--- src/rtl/sync_fifo_pkg.sv ---
// Shared types and helpers for the sync_fifo_adv FIFO slice.
//   fifo_type_e : selects registered-read (STANDARD) or first-word-fall-through (FWFT).
//   count_width : number of bits needed to hold an occupancy of 0..depth inclusive.
package sync_fifo_pkg;

    typedef enum logic [0:0] {
        STANDARD = 1'b0,
        FWFT     = 1'b1
    } fifo_type_e;

    // Occupancy must represent the value "depth" itself, hence depth + 1 states.
    function automatic int count_width(input int depth);
        return $clog2(depth + 1);
    endfunction

endpackage

--- src/rtl/sync_fifo_ram.sv ---
// Simple dual-port storage for sync_fifo_adv (one write port, one read port).
//   clk   : clock, rising edge
//   rst   : synchronous active-high reset (clears only the read register)
//   we    : write enable, wdata stored at waddr
//   re    : read enable (registered-read mode only)
//   raddr : read address
//   rdata : read data; combinational in FWFT mode, registered in STANDARD mode
// The array itself is never reset so it can map onto block or distributed RAM.
module sync_fifo_ram
    import sync_fifo_pkg::*;
#(
    parameter int         DATA_WIDTH = 8,
    parameter int         FIFO_DEPTH = 256,
    parameter int         ADDR_W     = 8,
    parameter fifo_type_e FIFO_TYPE  = STANDARD
) (
    input  logic                  clk,
    input  logic                  rst,
    input  logic                  we,
    input  logic [ADDR_W-1:0]     waddr,
    input  logic [DATA_WIDTH-1:0] wdata,
    input  logic                  re,
    input  logic [ADDR_W-1:0]     raddr,
    output logic [DATA_WIDTH-1:0] rdata
);

    logic [DATA_WIDTH-1:0] mem_r [FIFO_DEPTH];

    // Write port
    always_ff @(posedge clk) begin
        if (we) begin
            mem_r[waddr] <= wdata;
        end
    end

    generate
        if (FIFO_TYPE == FWFT) begin : g_async_rd
            // Head word must be visible without a read strobe.
            logic unused_s;
            assign unused_s = &{1'b0, re, rst};
            assign rdata    = mem_r[raddr];
        end else begin : g_reg_rd
            logic [DATA_WIDTH-1:0] rdata_r;

            // Registered read port; holds its value when no read is accepted
            always_ff @(posedge clk) begin
                if (rst) begin
                    rdata_r <= {DATA_WIDTH{1'b0}};
                end else if (re) begin
                    rdata_r <= mem_r[raddr];
                end
            end

            assign rdata = rdata_r;
        end
    endgenerate

endmodule

--- src/rtl/sync_fifo_adv.sv ---
// Synchronous FIFO with registered status flags, sticky error flags and a
// selectable read style.
//   clk, rst             : clock and synchronous active-high reset
//   wr_en, din           : write request and data (ignored while full)
//   rd_en                : read request (STANDARD) / pop (FWFT), ignored while empty
//   err_clr              : clears overflow/underflow unless a new error arrives
//   dout, valid          : read data and its qualifier
//   full, empty          : occupancy == FIFO_DEPTH / occupancy == 0
//   almost_full/_empty   : count >= AFULL_THRESH / count <= AEMPTY_THRESH
//   count                : current occupancy
//   overflow, underflow  : sticky error flags
// Depth need not be a power of two; pointers wrap explicitly at FIFO_DEPTH-1.
module sync_fifo_adv
    import sync_fifo_pkg::*;
#(
    parameter int         DATA_WIDTH    = 8,
    parameter int         FIFO_DEPTH    = 256,
    parameter fifo_type_e FIFO_TYPE     = STANDARD,
    parameter int         AFULL_THRESH  = FIFO_DEPTH - 2,
    parameter int         AEMPTY_THRESH = 2,
    localparam int        CNT_W         = count_width(FIFO_DEPTH)
) (
    input  logic                  clk,
    input  logic                  rst,
    input  logic                  wr_en,
    input  logic [DATA_WIDTH-1:0] din,
    input  logic                  rd_en,
    input  logic                  err_clr,
    output logic [DATA_WIDTH-1:0] dout,
    output logic                  valid,
    output logic                  full,
    output logic                  empty,
    output logic                  almost_full,
    output logic                  almost_empty,
    output logic [CNT_W-1:0]      count,
    output logic                  overflow,
    output logic                  underflow
);

    localparam int ADDR_W = (FIFO_DEPTH > 2) ? $clog2(FIFO_DEPTH) : 1;

    generate
        if (DATA_WIDTH < 1) begin : g_bad_width
            $fatal(1, "sync_fifo_adv: DATA_WIDTH must be >= 1");
        end
        if (FIFO_DEPTH < 2) begin : g_bad_depth
            $fatal(1, "sync_fifo_adv: FIFO_DEPTH must be >= 2");
        end
        if (AFULL_THRESH < 0 || AFULL_THRESH > FIFO_DEPTH) begin : g_bad_afull
            $fatal(1, "sync_fifo_adv: AFULL_THRESH outside 0..FIFO_DEPTH");
        end
        if (AEMPTY_THRESH < 0 || AEMPTY_THRESH > FIFO_DEPTH) begin : g_bad_aempty
            $fatal(1, "sync_fifo_adv: AEMPTY_THRESH outside 0..FIFO_DEPTH");
        end
    endgenerate

    logic [ADDR_W-1:0]     wr_ptr_r;
    logic [ADDR_W-1:0]     rd_ptr_r;
    logic [CNT_W-1:0]      count_r;
    logic [CNT_W-1:0]      count_nxt_s;
    logic                  full_r;
    logic                  empty_r;
    logic                  afull_r;
    logic                  aempty_r;
    logic                  ovf_r;
    logic                  udf_r;
    logic                  wr_acc_s;
    logic                  rd_acc_s;
    logic [DATA_WIDTH-1:0] ram_rdata_s;

    // Pointer advance with explicit wrap so non-power-of-two depths work.
    function automatic logic [ADDR_W-1:0] ptr_inc(input logic [ADDR_W-1:0] ptr);
        if (ptr == ADDR_W'(FIFO_DEPTH - 1)) begin
            return {ADDR_W{1'b0}};
        end else begin
            return ptr + ADDR_W'(1'b1);
        end
    endfunction

    // Acceptance is judged on the registered flags only, and the next count follows.
    always_comb begin
        wr_acc_s    = wr_en && !full_r;
        rd_acc_s    = rd_en && !empty_r;
        count_nxt_s = count_r;
        case ({wr_acc_s, rd_acc_s})
            2'b10:   count_nxt_s = count_r + CNT_W'(1'b1);
            2'b01:   count_nxt_s = count_r - CNT_W'(1'b1);
            default: count_nxt_s = count_r;
        endcase
    end

    // Pointers, occupancy, status flags (derived from the next count so they
    // line up with count) and sticky errors, where a new error beats err_clr.
    always_ff @(posedge clk) begin
        if (rst) begin
            wr_ptr_r <= {ADDR_W{1'b0}};
            rd_ptr_r <= {ADDR_W{1'b0}};
            count_r  <= {CNT_W{1'b0}};
            full_r   <= 1'b0;
            empty_r  <= 1'b1;
            afull_r  <= (AFULL_THRESH <= 0);
            aempty_r <= 1'b1;
            ovf_r    <= 1'b0;
            udf_r    <= 1'b0;
        end else begin
            if (wr_acc_s) begin
                wr_ptr_r <= ptr_inc(wr_ptr_r);
            end
            if (rd_acc_s) begin
                rd_ptr_r <= ptr_inc(rd_ptr_r);
            end
            count_r  <= count_nxt_s;
            full_r   <= (count_nxt_s == CNT_W'(FIFO_DEPTH));
            empty_r  <= (count_nxt_s == {CNT_W{1'b0}});
            afull_r  <= (count_nxt_s >= CNT_W'(AFULL_THRESH));
            aempty_r <= (count_nxt_s <= CNT_W'(AEMPTY_THRESH));
            ovf_r    <= (wr_en && full_r) || (ovf_r && !err_clr);
            udf_r    <= (rd_en && empty_r) || (udf_r && !err_clr);
        end
    end

    sync_fifo_ram #(
        .DATA_WIDTH (DATA_WIDTH),
        .FIFO_DEPTH (FIFO_DEPTH),
        .ADDR_W     (ADDR_W),
        .FIFO_TYPE  (FIFO_TYPE)
    ) u_ram (
        .clk   (clk),
        .rst   (rst),
        .we    (wr_acc_s),
        .waddr (wr_ptr_r),
        .wdata (din),
        .re    (rd_acc_s),
        .raddr (rd_ptr_r),
        .rdata (ram_rdata_s)
    );

    generate
        if (FIFO_TYPE == FWFT) begin : g_fwft
            // Head word is shown whenever the FIFO holds data; zero otherwise.
            assign valid = !empty_r;
            assign dout  = empty_r ? {DATA_WIDTH{1'b0}} : ram_rdata_s;
        end else begin : g_std
            logic valid_r;

            // Read data qualifier, one cycle behind the accepted read
            always_ff @(posedge clk) begin
                if (rst) begin
                    valid_r <= 1'b0;
                end else begin
                    valid_r <= rd_acc_s;
                end
            end

            assign valid = valid_r;
            assign dout  = ram_rdata_s;
        end
    endgenerate

    assign count        = count_r;
    assign full         = full_r;
    assign empty        = empty_r;
    assign almost_full  = afull_r;
    assign almost_empty = aempty_r;
    assign overflow     = ovf_r;
    assign underflow    = udf_r;

endmodule

--- config.mk ---
export PLATFORM = sky130hd
export DESIGN_NAME = sync_fifo_adv
export DESIGN_NICKNAME = d
export VERILOG_FILES = /design/src/rtl/sync_fifo_pkg.sv /design/src/rtl/sync_fifo_ram.sv /design/src/rtl/sync_fifo_adv.sv
export SDC_FILE = /design/constraint.sdc
export NUM_CORES = 2
export LEC_CHECK = 0
export ABC_AREA = 0
export CAP_MARGIN = 20
export CORE_MARGIN = 2
export CORE_UTILIZATION = 35
export CTS_CLUSTER_SIZE = 14
export DETAILED_ROUTE_END_ITERATION = 7
export GPL_TIMING_DRIVEN = 1
export SYNTH_ARGS = -nofsm -noshare
export SYNTH_HDL_FRONTEND = slang
export SYNTH_HIERARCHICAL = 1
export SYNTH_SLANG_ARGS = --single-unit
--- constraint.sdc ---
create_clock -name clk -period 3.6 [get_ports clk]
set_input_delay 0.72 -clock clk [delete_from_list [all_inputs] [get_ports clk]]
set_output_delay 0.72 -clock clk [all_outputs]
set_load 0.02 [all_outputs]
==> flow_summary.ini <==
[synthesis]
netlist_area_um2 = 82600
syn-num-nets = 4193
synth-async-reset-ratio_pct = 0
synth_seq_area_share_pct = 75.5
netlist_instances = 4176
synthDistinctLibCells = 89
ys.flop_type = edfxtp_1
synth_edf_count = 2048
syn_avg_cell_area_um2 = 19.8
ys_seq_elements = 2088
synth_top_cell_by_area = edfxtp_1
synth_area_leaders = edfxtp_1 (74%), mux4_2 (9.6%), mux2i_1 (3.4%), nor2_1 (1.4%), mux4_1 (1.2%)
yosys_warnings = 6
synth_top_area_share_pct = 74.5

[sta]
tightest_slew_ns = 1.06
setup_viol = 0
finalCritPeriodShare_pct = 97.7
rsz0062_at_grt = false
fmax_mhz = 284
skew_ns = 0.0563
slew_headroom_pct = 28.5
hold_viol_final = 0
slew_violations = 0
post-route-min-period_ns = 3.52

[detailed_routing]
vias_per_cell = 5.53
wl_per_cell_um = 28.9
routed_wl_um = 234000
drc = 0
ant_nets = 0
via_count = 44600
drt-initial-drc-count = 6228
first_pass_iters = 5

[floorplanning]
design.core.area_um2 = 235000
fp.dieH_um = 490
pin_count = 37
rows = 178
die_area_um2 = 240000
initial_core_util_pct = 35.1
die_w_um = 490

[placement]
portBuffers = 36
place_inst = 7680
hpwl_um = 153000
place_congestion = 0.949

[clocking]
numCtsBuffers = 210
cts_tree = yes
clockBufferDepth = 3
h-tree-depth = 4
postCtsSetupRepairBufs = 0
cts_root_buffer = clkbuf_16
clock-sinks = 2088
clk_latency_ns = 0.86
hold_buffers = 0
cts_resized = 0
clk_pin_slew_ns = 0.06

[setup_path]
max_stage_delay_ns = 0.61
cp_common_cell = buf_12
crit_path_top_delay_cell = a211oi_1
end_kind = register
path_cells = buf_12 -> buf_12 -> mux2i_2 -> o311ai_1 -> buf_2 -> buf_4 -> a211oi_1 -> nor3_1 -> nand4_1 -> a2111oi_2 -> a221o_1
arrival_ns = 4.27
r2r_cells = 11
timing.rr.start = rd_ptr_r[0]
reg2reg_slack_ns = 0.08
cp_max_fo = 28
crit_type = register to register
required_ns = 4.35
timing.rr.end = u_ram/rdata[7]
startpoint_type = register

[power]
max-vdd-ir-drop_v = 0.000569
p_per_area_nw_per_um2 = 543
p_leak_nw = 30.1

[final_layout]
areaGrowthSynthToFinish_pct = 17.1
layout_commonest_cell = edfxtp_1
mostFrequentLayoutCells = edfxtp_1 (2,048), buf_4 (519), mux4_2 (353)
nNetsFinal = 4760
utilization_pct = 41.1
final_layout_size_suffix_gt1_share_pct = 25.9
layout.cells.non_filler = 8078

[global_route]
grt_max_degree = 132
track_usage_pct = 19.3
grt_pass1_vias = 43800
grt_antenna_before_repair = 8
gr-total-overflow = 0
grt_pass1_wl_um = 331000

[outcome]
status = completed

[worst_hold_path]
worstHoldEndpoint = u_ram/mem_r[100][4]
hold_start = din[4]
whs_path_depth = 1
hold_class = input pin to register

[flow_run]
max_cap_violations = 0
[worst max-delay path by stage]
stage / cells past startpoint / from / end / slack, ns
after floorplan: 11 / rd_en / almost_full / 0.71
after global placement: 10 / rd_ptr_r[0] / u_ram/rdata[7] / -0.46
after detailed placement: 9 / rd_ptr_r[0] / u_ram/rdata[0] / 0.1
after CTS: 9 / rd_ptr_r[0] / u_ram/rdata[0] / 0.07
after global routing: 9 / rd_ptr_r[0] / u_ram/rdata[0] / 0.06
final: 11 / rd_ptr_r[0] / u_ram/rdata[7] / 0.08
[worst max-delay path, delay by kind of cell (launching register included)]
kind | cells | cell delay [ns]
and+or+nand+nor | 2 | 0.23
AOI/OAI and AO/OA | 4 | 1.17
DFF | 1 | 0.58
muxes | 1 | 0.53
buffers and inverters | 4 | 0.84
[per-layer routing]
layer	GRT usage [%]	vias up	wire, um	share of wire (%)
met3	4.92	389	22200	9.5
li1	-	18400	-	-
met2	30.4	2148	109000	47
met1	26.2	23700	94600	40
met4	6.35	2	7660	3.3
met5	0	-	13	0.0056
[through the flow]
stage	cell area, um^2	setup WS [ns]	setup TNS (ns)	total power [mW]	hold WS, ns
floorplan	82600	0.708	0	30.6	0.461
global placement	90000	-0.456	-0.456	32.1	0.495
detailed placement	90000	0.0988	0	32.1	0.507
CTS	96600	0.0657	0	52.8	0.332
global route	96600	0.0568	0	54.0	0.353
finish	96700	0.0817	0	52.5	0.365
[layout make-up]
cell class                 count  area, um^2
fill                       20600      138000
sequential                  2088       62300
multi-input combinational   1815       18300
clock buffer                 271        5530
timing repair buffer         612        5400
tap                         3150        3940
clock inverter               118        1060
inverter                      16        67.6
antenna                        8        20.0
[cells in the mapped netlist, drive strengths merged, types with 6 or more instances]
library cell  count
buf             139
nand4            27
nand3            56
mux2i           280
a211oi           31
nor3             40
a21o              7
o2111ai           6
xor2             10
nor2b            16
clkbuf          118
edfxtp         2048
o21ai            53
a21oi            56
a221oi           10
or3              12
o41ai             6
nor4             14
o22ai           100
inv              15
a31oi            17
mux4            392
nor2            319
nand2           136
nand2b            8
dfxtp            40
o221ai           49
a2111oi          26
and2             11
and3              8
a22oi            50
[power by group]
part	internal (mW)	total [mW]	switching, mW
combinational	2.14	4.69	2.55
clock	11.6	20.9	9.36
sequential	26.7	26.9	0.140
[state kept, by name (all words and copies together) (netlist names)]
signal        count
almost_empty      1
almost_full       1
count             9
empty             1
full              1
overflow          1
rd_ptr_r          8
u_ram/mem_r    2048
u_ram/rdata       8
underflow         1
valid             1
wr_ptr_r          8
[logic make-up after synthesis]
family          Yosys count  share of synthesized area, %
flops                  2088                          75.5
mux                     674                          14.3
xor+xnor                 16                         0.186
fa+ha+maj                 4                        0.0606
compound gates          448                          3.90
simple gates            673                          3.68
buf+inv                 273                          2.42
Power figures use the tool's default switching activity.
